--- config.mk ---
export PLATFORM = sky130hd
export DESIGN_NAME = sc_regshifter_seq
export DESIGN_NICKNAME = d
export VERILOG_FILES = /design/src/rtl/sc_regshifter_seq.sv
export SDC_FILE = /design/constraint.sdc
export NUM_CORES = 1
export LEC_CHECK = 0
export BUFFER_PORTS_ARGS = -buffer_cell sky130_fd_sc_hd__buf_2
export CELL_PAD_IN_SITES_DETAIL_PLACEMENT = 0
export CELL_PAD_IN_SITES_GLOBAL_PLACEMENT = 1
export CORE_AREA = 2 2 56 58
export DETAILED_ROUTE_END_ITERATION = 8
export DIE_AREA = 0 0 58 60
export GPL_ROUTABILITY_DRIVEN = 1
export GPL_TIMING_DRIVEN = 0
export PLACE_DENSITY_LB_ADDON = 0.1
export RECOVER_POWER = 100
export SYNTH_ARGS = -nofsm -noshare
export SYNTH_HDL_FRONTEND = slang
export SYNTH_SLANG_ARGS = --single-unit
--- constraint.sdc ---
create_clock -name SC_RegSHIFTERSEQ_CLOCK_50 -period 2.9 [get_ports SC_RegSHIFTERSEQ_CLOCK_50]
set_clock_uncertainty 0.2 [all_clocks]
set_input_delay 0.29 -clock SC_RegSHIFTERSEQ_CLOCK_50 [delete_from_list [all_inputs] [get_ports SC_RegSHIFTERSEQ_CLOCK_50]]
set_output_delay 0.29 -clock SC_RegSHIFTERSEQ_CLOCK_50 [all_outputs]
set_load 0.01 [all_outputs]
--- src/rtl/sc_regshifter_seq.sv ---
`default_nettype none
// ============================================================================
// Module   : sc_regshifter_seq
// Brief    : Sequential shifter that shifts or rotates one bit position per
//            clock, for a requested amount, with busy/done handshake.
//            Define SC_REGSHIFTER_ROTATE_EN to make mode 11 a rotate-left;
//            without it, mode 11 behaves as a logical shift left.
// Revision : 1.0 - initial release
// ============================================================================
module sc_regshifter_seq #(
    parameter int RegSHIFTER_DATAWIDTH   = 8,
    parameter int RegSHIFTER_AMOUNTWIDTH = 3
) (
    input  logic                              SC_RegSHIFTERSEQ_CLOCK_50,
    input  logic                              SC_RegSHIFTERSEQ_RESET_InHigh,
    input  logic                              SC_RegSHIFTERSEQ_start_In,
    input  logic [1:0]                        SC_RegSHIFTERSEQ_mode_In,
    input  logic [RegSHIFTER_AMOUNTWIDTH-1:0] SC_RegSHIFTERSEQ_amount_In,
    input  logic [RegSHIFTER_DATAWIDTH-1:0]   SC_RegSHIFTERSEQ_data_InBUS,
    output logic [RegSHIFTER_DATAWIDTH-1:0]   SC_RegSHIFTERSEQ_data_OutBUS,
    output logic                              SC_RegSHIFTERSEQ_carry_Out,
    output logic                              SC_RegSHIFTERSEQ_busy_Out,
    output logic                              SC_RegSHIFTERSEQ_done_Out
);

    localparam int W = RegSHIFTER_DATAWIDTH;

    localparam logic [1:0] c_STATE_IDLE  = 2'd0;
    localparam logic [1:0] c_STATE_SHIFT = 2'd1;
    localparam logic [1:0] c_STATE_DONE  = 2'd2;

    localparam logic [1:0] c_MODE_SRL = 2'b01;
    localparam logic [1:0] c_MODE_SRA = 2'b10;
`ifdef SC_REGSHIFTER_ROTATE_EN
    localparam logic [1:0] c_MODE_ROL = 2'b11;
`endif

    localparam logic [RegSHIFTER_AMOUNTWIDTH-1:0] c_COUNT_ONE  = RegSHIFTER_AMOUNTWIDTH'(1);
    localparam logic [RegSHIFTER_AMOUNTWIDTH-1:0] c_COUNT_ZERO = '0;

    logic [1:0]                        r_state;
    logic [1:0]                        r_mode;
    logic [RegSHIFTER_AMOUNTWIDTH-1:0] r_count;
    logic [W-1:0]                      r_data;
    logic                              r_carry;
    logic                              r_done;

    logic [W-1:0]                      w_shiftData;
    logic                              w_shiftCarry;

    // One-position step of the working register for the latched mode.
    always_comb begin
        w_shiftData  = {r_data[W-2:0], 1'b0};
        w_shiftCarry = r_data[W-1];
        case (r_mode)
            c_MODE_SRL: begin
                w_shiftData  = {1'b0, r_data[W-1:1]};
                w_shiftCarry = r_data[0];
            end
            c_MODE_SRA: begin
                w_shiftData  = {r_data[W-1], r_data[W-1:1]};
                w_shiftCarry = r_data[0];
            end
`ifdef SC_REGSHIFTER_ROTATE_EN
            c_MODE_ROL: begin
                w_shiftData  = {r_data[W-2:0], r_data[W-1]};
                w_shiftCarry = r_data[W-1];
            end
`endif
            default: begin
                w_shiftData  = {r_data[W-2:0], 1'b0};
                w_shiftCarry = r_data[W-1];
            end
        endcase
    end

    always_ff @(posedge SC_RegSHIFTERSEQ_CLOCK_50) begin
        if (SC_RegSHIFTERSEQ_RESET_InHigh) begin
            r_state <= c_STATE_IDLE;
            r_mode  <= 2'b00;
            r_count <= c_COUNT_ZERO;
            r_data  <= '0;
            r_carry <= 1'b0;
            r_done  <= 1'b0;
        end else begin
            r_done <= 1'b0;
            case (r_state)
                c_STATE_IDLE: begin
                    if (SC_RegSHIFTERSEQ_start_In) begin
                        r_data  <= SC_RegSHIFTERSEQ_data_InBUS;
                        r_mode  <= SC_RegSHIFTERSEQ_mode_In;
                        r_count <= SC_RegSHIFTERSEQ_amount_In;
                        r_carry <= 1'b0;
                        if (SC_RegSHIFTERSEQ_amount_In == c_COUNT_ZERO) begin
                            r_state <= c_STATE_DONE;
                            r_done  <= 1'b1;
                        end else begin
                            r_state <= c_STATE_SHIFT;
                        end
                    end
                end
                c_STATE_SHIFT: begin
                    r_data  <= w_shiftData;
                    r_carry <= w_shiftCarry;
                    r_count <= r_count - c_COUNT_ONE;
                    if (r_count == c_COUNT_ONE) begin
                        r_state <= c_STATE_DONE;
                        r_done  <= 1'b1;
                    end
                end
                c_STATE_DONE: begin
                    r_state <= c_STATE_IDLE;
                end
                default: begin
                    r_state <= c_STATE_IDLE;
                end
            endcase
        end
    end

    assign SC_RegSHIFTERSEQ_data_OutBUS = r_data;
    assign SC_RegSHIFTERSEQ_carry_Out   = r_carry;
    assign SC_RegSHIFTERSEQ_busy_Out    = (r_state != c_STATE_IDLE);
    assign SC_RegSHIFTERSEQ_done_Out    = r_done;

endmodule
`default_nettype wire

==> impl_results.md, run 1 <==
* Outcome: complete, no violations
* EDFF count, synth at 0
* Worst-path fanout max at 10
* Worst hold start: SC_RegSHIFTERSEQ_mode_In[0]
* Final Cycle Share at 0.769
* Critical path, cell by cell: inv_1, ha_1, clkbuf_1, o21ba_1, a221o_1, a32o_1
* Register area share after synthesis at 0.348
* Core Util, Final at 0.391
* CTS tree: yes
* Combinational power share at 0.279
* Fillcell total at 316
* Worst-Margin Slew at 541 ps
* DR WL/cell at 14.7 um
* Final Hold Vio Count at 0
* Cells after Synth at 107
* Reg2reg end: SC_RegSHIFTERSEQ_data_OutBUS[3]
* CP max-delay cell: dfxtp_1
* Buffers on Ports at 26
* CP arrival at 2230 ps
* Number of global-route vias before repair at 845
* Sw frac at 0.340
* Clock Sinks at 17
* Yosys reg bits at 17
* R2R setup slack at 670 ps
* Clk slew on worst S/H paths at 110 ps
* Clk_lat worst skew at 290 ps
* Critical Path RT at 2900 ps
* Net Switching at 197 uW
* Max Fclk at 0.448 GHz
* Overall die width at 58 um
* Post-CTS Resized at 0
* Drt pass-1 iters at 4
* CTS root buf: clkbuf_4
* Crit end category: flip-flop
* Layout cells sized above 1 at 0.212
* Largest vdd supply drop at 0.000244 V
* R2R depth at 6
* Clock power share at 0.231
* Synthesized cell area at 977 um2
* Total number of vias at 901
* Post-DRT Antenna Nets at 0
* Critical path class: reg2reg
* Ports at 27
* Die Footprint at 3480 um2
* Clk buf depth at 2
* Layout area overhead at 16.1%
* Synth warn at 0
* GRT Total Usage at 0.159
* Yosys top cell area share at 0.348
* Ys async rst share at 0
* Initial antenna violation count at 0
* Leak pwr at 0.000480 uW
* Post-synth top area cell: dfxtp_1
* Final setup viols at 0
* Antenna diodes at 0
* Yosys cell types at 39
* Ys flop type: dfxtp_1
* Initial DRC count at 44
* Worst path max stage delay at 380 ps
* Hold_buf cts at 0
* Hold depth at 3
* First-pass GRT wire length at 4070 um
* Register share of total power at 0.489
* Placeable Area at 2900 um2
* Final TNS setup at 0 ps
* DP HPWL at 1840 um
* Post-CTS Setup Bufs at 0
* Vias/cell at 5.30
* Min-Delay Endpoint: r_mode[0]
* DRC violations left at 0
* Top post-synthesis cells by area: dfxtp_1, ha_1, nand2_1, a221o_1, a32o_1
* Overflow after GRT at 0
* Initial Utilization at 0.337
* Pwr dens at 510 nW/um2
* Num rows at 20
* Wirelength, routed at 2500 um
* Internal cell power at 382 uW
* # H-tree levels at 1
* DIE HEIGHT at 60 um
* Area of the multi-input gates at 551 um2
* Reg-to-Reg Start: r_mode[0]
* RePlAce Congestion at 0.774
* Startpoint Class: flip-flop
* Syn Area/Cell at 9.13 um2
* Largest net degree at the start of global routing at 11
* Hold WC Path Type: in2reg
* Relative slew slack at 0.639
* Reg area at 340 um2
* Tmin final at 2230 ps
* Unrepaired setup endpoints after global routing: no
* Final-stage net count at 159
* Num CTS Buffers at 3
* Max Cap Viol at 0
* Syn Nets at 128
* Final Max Tran Viols at 0
[worst max-delay path by stage]
stage	from	end	slack, ps	cells past startpoint
after floorplan	r_mode[0]	SC_RegSHIFTERSEQ_data_OutBUS[5]	1130	6
after global placement	r_mode[0]	SC_RegSHIFTERSEQ_data_OutBUS[6]	1040	6
after detailed placement	r_mode[0]	SC_RegSHIFTERSEQ_data_OutBUS[3]	1010	6
after CTS	r_mode[0]	SC_RegSHIFTERSEQ_data_OutBUS[3]	980	6
after global routing	r_mode[0]	SC_RegSHIFTERSEQ_data_OutBUS[6]	520	6
final	r_mode[0]	SC_RegSHIFTERSEQ_data_OutBUS[3]	670	6
[sequential cells by signal, summed over array words and instances (netlist names)]
name,cells
r_count,3
r_state,2
SC_RegSHIFTERSEQ_carry_Out,1
SC_RegSHIFTERSEQ_done_Out,1
r_mode,2
SC_RegSHIFTERSEQ_data_OutBUS,8
[cell usage in the layout, fill, tap and decap left out, types with 3 or more instances in the layout]
cell	instances
a211oi_1	3
a21oi_1	5
a221o_1	5
a32o_1	5
buf_2	17
clkbuf_1	15
clkbuf_4	3
dfxtp_1	17
ha_1	5
inv_1	7
nand2_1	16
nor2_1	3
nor2b_1	3
[cells by family after synthesis]
| family | Yosys count | share of synthesized area |
|---|---|---|
| buffers and inverters | 14 | 0.0704 |
| adder cells (fa/ha/maj) | 5 | 0.0640 |
| multiplexers | 1 | 0.0115 |
| flip-flops | 17 | 0.348 |
| AO/OA/AOI/OAI | 34 | 0.307 |
| AND/OR/NAND/NOR | 36 | 0.198 |
[Yosys cell counts (all sizes together), types with 2 or more instances]
master,n
or3b,2
a21boi,2
buf,6
nand3b,2
nor2b,3
nand3,2
inv,7
a221oi,2
a221o,5
a211oi,3
ha,5
nand2b,2
dfxtp,17
nor2,4
a32o,5
o22ai,2
nand2,16
a21oi,5
o21ba,2
[per-layer routing]
layer | global-route usage | wire [um]
met5 | 0 | 0
met4 | 0.0731 | 19
met3 | 0.0238 | 115
met2 | 0.239 | 1110
met1 | 0.223 | 1260
[power by group through the flow]
stage               logic, uW  clock network (uW)  registers [uW]
floorplan                 115                   0             289
global placement          176                   0             286
detailed placement        176                   0             288
CTS                       177                 139             282
global route              183                 151             287
finish                    162                 134             283
[worst max-delay path, delay by kind of cell, from the launching register on]
family	cells	cell delay, ps
buf+inv	2	430
fa+ha+maj	1	270
flops	1	380
compound gates	3	840
[final cells by class]
| cell class | count | area share |
|---|---|---|
| buffer | 7 | 0.0287 |
| clock buffer | 3 | 0.0198 |
| clock inverter | 1 | 0.00441 |
| inverter | 7 | 0.0232 |
| multi-input combinational | 76 | 0.485 |
| sequential | 17 | 0.300 |
| tap | 33 | 0.0364 |
| timing repair buffer | 26 | 0.103 |
[metrics by stage]
step	cells	worst slack (ps)	hold slack [ps]	power, uW	cell area, um2
after CTS	170	982	7.22	599	1180
after global placement	166	1040	246	462	1150
after global routing	170	519	23.1	621	1130
final	170	670	20.4	579	1130
after detailed placement	166	1010	252	464	1150
after floorplan	107	1130	226	404	977
Power figures use the tool's default switching activity.
==> inputs of run 2 (changes only) <==
- CORE_AREA: 2 2 56 58 -> 2 2 57 59
- DIE_AREA: 0 0 58 60 -> 0 0 59 61
- clock period: 2.9 -> 1.9 ns (I/O delays scaled with it)
==> run 2 against run 1 <==
  * Clock-buffer cell count grew 1
  * Critical path type unchanged
  * Global-route usage is 0.13 points lower
  * Routed wire length increased by 3.6%
  * Critical endpoint is now SC_RegSHIFTERSEQ_data_OutBUS[6]
  * Clock power up 52%
  * Via count up 4.8%
  * Utilization grew 1.6 points
==> impl_results.md, run 2 (same netlist as run 1, synthesis figures left out) <==
* Unrepaired setup endpoints after global routing: no (unchanged)
* Overall die width at 59 um (was 58 um)
* Internal cell power at 604 uW (was 382 uW)
* First-pass GRT wire length at 4160 um (was 4070 um)
* Hold WC Path Type: in2reg (unchanged)
* Initial DRC count at 46 (was 44)
* CP arrival at 1820 ps (was 2230 ps)
* Final Hold Vio Count at 0 (unchanged)
* CTS tree: yes (unchanged)
* Worst-Margin Slew at 608 ps (was 541 ps)
* Drt pass-1 iters at 4 (unchanged)
* Final TNS setup at 0 ps (unchanged)
* Num rows at 20 (unchanged)
* Largest net degree at the start of global routing at 11 (unchanged)
* DIE HEIGHT at 61 um (was 60 um)
* Final instance area at 1200 um2 (was 1130 um2)
* Hold depth at 3 (unchanged)
* Max Cap Viol at 0 (unchanged)
* Vias/cell at 5.39 (was 5.30)
* R2R depth at 6 (unchanged)
* Register share of total power at 0.476 (was 0.489)
* Crit end category: flip-flop (unchanged)
* Pwr dens at 756 nW/um2 (was 510 nW/um2)
* Final-stage net count at 164 (was 159)
* Critical path class: reg2reg (unchanged)
* Clk_lat worst skew at 290 ps (about the same)
* Relative slew slack at 0.594 (was 0.639)
* Number of global-route vias before repair at 865 (was 845)
* Commonest non-fill, non-tap cell in the layout: buf_2
* CTS root buf: clkbuf_4 (unchanged)
* Critical Path RT at 1890 ps (was 2900 ps)
* Sw frac at 0.334 (was 0.340)
* Tmin final at 1830 ps (was 2230 ps)
* Net Switching at 304 uW (was 197 uW)
* Post-DRT Antenna Nets at 0 (unchanged)
* Layout cells sized above 1 at 0.246 (was 0.212)
* Final setup viols at 0 (unchanged)
* # H-tree levels at 1 (unchanged)
* Clock power share at 0.225 (was 0.231)
* Buffers on Ports at 26 (unchanged)
* Ports at 27 (unchanged)
* Initial Utilization at 0.331 (was 0.337)
* Overflow after GRT at 0 (unchanged)
* Combinational power share at 0.299 (was 0.279)
* Final Max Tran Viols at 0 (unchanged)
* Post-route insts no fill at 175 (was 170)
* Core Util, Final at 0.407 (was 0.391)
* Leak pwr at 0.000499 uW (was 0.000480 uW)
* Placeable Area at 2950 um2 (was 2900 um2)
* DP HPWL at 1880 um (was 1840 um)
* Layout area overhead at 22.9% (was 16.1%)
* DRC violations left at 0 (unchanged)
* RePlAce Congestion at 0.762 (was 0.774)
* DR WL/cell at 14.8 um (was 14.7 um)
* Initial antenna violation count at 0 (unchanged)
* Worst-path fanout max at 8 (was 10)
* Total number of vias at 944 (was 901)
* Most frequent cells in the layout: buf_2, dfxtp_1, nand2_1, clkbuf_1, inv_1 (was dfxtp_1, buf_2, nand2_1, clkbuf_1, inv_1)
* Antenna diodes at 0 (unchanged)
* Placed cell area at 1150 um2 (unchanged)
* GRT Total Usage at 0.157 (was 0.159)
* Clk slew on worst S/H paths at 110 ps (about the same)
* Die Footprint at 3600 um2 (was 3480 um2)
* Placed Cells at 166 (unchanged)
* Startpoint Class: flip-flop (unchanged)
* Max Fclk at 0.546 GHz (was 0.448 GHz)
* Clk buf depth at 2 (unchanged)
* Outcome: complete, no violations (unchanged)
* Wirelength, routed at 2590 um (was 2500 um)
* Largest vdd supply drop at 0.000310 V (was 0.000244 V)
* Final Cycle Share at 0.963 (was 0.769)
* Clock Sinks at 17 (unchanged)
* Max FFs per register at 8 (unchanged)
* Num CTS Buffers at 3 (unchanged)
[run 2: per-stage QoR]
step	setup WS (ps)	hold WS [ps]	power, uW
finish	69.6	17.3	907
global route	5.10	40.1	970
CTS	13.9	10.2	919
detailed placement	39.6	240	707
global placement	48.8	236	706
floorplan	129	126	617
[run 2: timing repair]
item                                   4_1_cts  5_1_grt
hold buffers                                 3        0
endpoints found under the hold margin        3        0
resized for setup                            0        1
setup buffers                                0        2
setup endpoints to repair                    0        6
[run 2: layout make-up]
class,count,area (um2)
buffer,7,41.3
clock buffer,4,26.3
fill,319,1750
inverter,7,26.3
multi-input combinational,76,563
sequential,17,342
tap,33,41.3
timing repair buffer,31,161
[run 2: metal layers]
layer / global-route usage / routed length [um] / share of wire / vias to the layer above
li1: - / - / - / 466
met5: 0 / 0 / 0 / -
met1: 0.223 / 1280 / 0.50 / 455
met2: 0.235 / 1170 / 0.45 / 21
met4: 0.0682 / 25 / 0.0096 / 0
met3: 0.0277 / 115 / 0.044 / 2
[run 2: final timing paths]
path	end	start	slack, ps
worst min register to register	r_mode[0]	r_mode[0]	270
worst min-delay path	SC_RegSHIFTERSEQ_data_OutBUS[0]	SC_RegSHIFTERSEQ_data_InBUS[0]	20
worst max register to register	SC_RegSHIFTERSEQ_data_OutBUS[6]	r_mode[0]	70
worst max-delay path	SC_RegSHIFTERSEQ_data_OutBUS[6]	r_mode[0]	70
[run 2: critical path, cell delays in order, from the launching register on]
cell,delay (ps)
dfxtp_2,350
inv_1,60
ha_1,280
buf_6,120
o21ba_4,180
a221o_1,300
a32o_1,240
[run 2: power groups by stage]
stage	clock network (uW)	logic (uW)	registers, uW
floorplan	0	175	442
CTS	214	274	431
detailed placement	0	268	439
global route	229	303	438
global placement	0	268	438
finish	204	271	432
==> inputs of run 3 (changes only) <==
- ABC_AREA: default -> 1
- CORE_AREA: 2 2 57 59 -> 2 2 61 63
- DIE_AREA: 0 0 59 61 -> 0 0 63 65
==> run 3 against run 2 <==
  * First-iteration DRC count shrank 30%
  * Setup slack gained 80 ps
  * Clock power grew 4%
  * Highest routed layer unchanged
==> impl_results.md, run 3 <==
* Outcome: complete, no violations (unchanged)
* Post-synth top area cell: dfxtp_1 (unchanged)
* Max Fclk at 0.571 GHz (was 0.546 GHz)
* Largest net degree at the start of global routing at 11 (unchanged)
* Synthesized cell area at 1060 um2 (was 977 um2)
* CTS root buf: clkbuf_4 (unchanged)
* GRT Total Usage at 0.153 (was 0.157)
* Total number of vias at 1161 (was 944)
* Antenna diodes at 0 (unchanged)
* Clock Sinks at 17 (unchanged)
* Final Max Tran Viols at 0 (unchanged)
* Buffers on Ports at 26 (unchanged)
* Worst path max stage delay at 440 ps (was 350 ps)
* DR WL/cell at 11.3 um (was 14.8 um)
* Most frequent cells in the layout: nand2_1, inv_1, a21oi_1, nor2_1, dfxtp_1 (was buf_2, dfxtp_1, nand2_1, clkbuf_1, inv_1)
* Clk slew on worst S/H paths at 110 ps (about the same)
* Overflow after GRT at 0 (unchanged)
* Clk buf depth at 2 (unchanged)
* CP max-delay cell: ha_1 (was dfxtp_2)
* Top post-synthesis cells by area: dfxtp_1, nand2_1, a21oi_1, inv_1, nor2_1 (was dfxtp_1, ha_1, nand2_1, a221o_1, a32o_1)
* Layout cells sized above 1 at 0.128 (was 0.246)
* R2R setup slack at 150 ps (was 70 ps)
* Die Footprint at 4100 um2 (was 3600 um2)
* Most common cell in the netlist: nand2_1 (was dfxtp_1)
* Reg area at 340 um2 (was 342 um2)
* CP arrival at 1750 ps (was 1820 ps)
* Worst-Margin Slew at 558 ps (was 608 ps)
* Placeable Area at 3500 um2 (was 2950 um2)
* Critical Path RT at 1900 ps (was 1890 ps)
* Placed Cells at 244 (was 166)
* Final Hold Vio Count at 0 (unchanged)
* # H-tree levels at 1 (unchanged)
* Pwr dens at 717 nW/um2 (was 756 nW/um2)
* Tmin final at 1750 ps (was 1830 ps)
* Max Cap Viol at 0 (unchanged)
* Most frequent cells after synthesis: nand2_1, inv_1, a21oi_1 (was dfxtp_1, nand2_1, inv_1)
* Area of the multi-input gates at 597 um2 (was 563 um2)
* Largest vdd supply drop at 0.000314 V (was 0.000310 V)
* Commonest non-fill, non-tap cell in the layout: nand2_1 (was buf_2)
* Synth warn at 0 (unchanged)
* Layout area overhead at 29.1% (was 22.9%)
* Yosys reg bits at 17 (unchanged)
* CTS tree: yes (unchanged)
* DRC violations left at 0 (unchanged)
* Clk_lat worst skew at 300 ps (was 290 ps)
* Num CTS Buffers at 3 (unchanged)
* Initial Utilization at 0.304 (was 0.331)
* DP HPWL at 2100 um (was 1880 um)
* Number of global-route vias before repair at 1078 (was 865)
* Critical path, cell by cell: inv_1, ha_1, clkinvlp_4, nor2_1, nor2_2, nand2_1, a21oi_1 (was inv_1, ha_1, buf_6, o21ba_4, a221o_1, a32o_1)
* Yosys cell types at 20 (was 39)
* Total design power at 983 uW (was 907 uW)
* DIE HEIGHT at 65 um (was 61 um)
* Post-CTS Setup Bufs at 0 (unchanged)
* Core Util, Final at 0.392 (was 0.407)
* Ports at 27 (unchanged)
* Initial antenna violation count at 0 (unchanged)
* RePlAce Congestion at 0.779 (was 0.762)
* Post-route insts no fill at 259 (was 175)
* Register area share after synthesis at 0.321 (was 0.348)
* Yosys top cell area share at 0.321 (was 0.348)
* Worst-path fanout max at 10 (was 8)
* EDFF count, synth at 0 (unchanged)
* Drt pass-1 iters at 4 (unchanged)
* Unrepaired setup endpoints after global routing: no (unchanged)
* Ys flop type: dfxtp_1 (unchanged)
* Placed cell area at 1250 um2 (was 1150 um2)
* Post-DRT Antenna Nets at 0 (unchanged)
* Initial DRC count at 32 (was 46)
* Wirelength, routed at 2920 um (was 2590 um)
* Max FFs per register at 8 (unchanged)
* Num rows at 22 (was 20)
* Fillcell total at 412 (was 319)
* Hold WC Path Type: in2reg (unchanged)
* Final Cycle Share at 0.921 (was 0.963)
* Startpoint Class: flip-flop (unchanged)
* First-pass GRT wire length at 4820 um (was 4160 um)
* Ys async rst share at 0 (unchanged)
* Leak pwr at 0.000639 uW (was 0.000499 uW)
* Crit end category: flip-flop (unchanged)
* Relative slew slack at 0.628 (was 0.594)
* Vias/cell at 4.48 (was 5.39)
* Overall die width at 63 um (was 59 um)
* Syn Nets at 191 (was 128)
* Final TNS setup at 0 ps (unchanged)
* Final setup viols at 0 (unchanged)
* Final instance area at 1370 um2 (was 1200 um2)
* Cells after Synth at 170 (was 107)
* Final-stage net count at 233 (was 164)
* Critical path class: reg2reg (unchanged)
* Syn Area/Cell at 6.24 um2 (was 9.13 um2)
-- run 3: cells by family after synthesis --
family,Yosys count,share of synthesized area
compound gates,27,0.140
fa+ha+maj,5,0.0590
buf+inv,27,0.110
flops,17,0.321
simple gates,94,0.370
-- run 3: worst max-delay path, delay by kind of cell, from the launching register on --
| family | cells | cell delay [ps] |
|---|---|---|
| buffers and inverters | 2 | 330 |
| AND/OR/NAND/NOR | 3 | 250 |
| adder cells (fa/ha/maj) | 1 | 440 |
| AO/OA/AOI/OAI | 1 | 60 |
| flip-flops | 1 | 350 |
-- run 3: path summary, 6_finish.rpt --
check,startpoint,endpoint,depth (start not counted)
max,r_mode[0],SC_RegSHIFTERSEQ_data_OutBUS[2],7
min reg2reg,SC_RegSHIFTERSEQ_carry_Out,SC_RegSHIFTERSEQ_carry_Out,2
max reg2reg,r_mode[0],SC_RegSHIFTERSEQ_data_OutBUS[2],7
min,SC_RegSHIFTERSEQ_data_InBUS[7],SC_RegSHIFTERSEQ_data_OutBUS[7],5
-- run 3: layer usage --
layer | wire length [um] | vias to the layer above | global-route usage
met4 | 47 | 0 | 0.0722
met2 | 1360 | 22 | 0.259
met3 | 92 | 6 | 0.0278
met1 | 1420 | 525 | 0.187
met5 | 0 | - | 0
li1 | - | 608 | -
-- run 3: area by class of cell --
class	instances	area share
Clock inverter	1	0.00365
Timing Repair Buffer	37	0.164
Sequential cell	17	0.248
Buffer	3	0.0192
Multi-Input combinational cell	126	0.436
Inverter	24	0.0685
Tap cell	48	0.0438
Clock buffer	3	0.0164
-- run 3: metrics by stage --
| stage | setup slack (ps) | hold slack [ps] |
|---|---|---|
| 2_1_floorplan | 353 | 59.1 |
| 3_3_place_gp | 131 | 215 |
| 3_5_place_dp | 134 | 221 |
| 4_1_cts | 107 | 1.29 |
| 5_1_grt | 5.23 | 25.0 |
| 6_report | 150 | 6.48 |
-- run 3: power breakdown --
| group | switching (uW) | total [uW] | internal (uW) |
|---|---|---|---|
| clock | 134 | 213 | 78.6 |
| sequential | 36.6 | 431 | 395 |
| combinational | 204 | 339 | 134 |
| total | 375 | 983 | 608 |
-- run 3: timing repair --
| action | 4_1_cts | 5_1_grt |
|---|---|---|
| gates resized for setup | 0 | 1 |
| hold buffers | 11 | 0 |
| endpoints found under the hold margin | 12 | 0 |
| setup endpoints to repair | 0 | 5 |
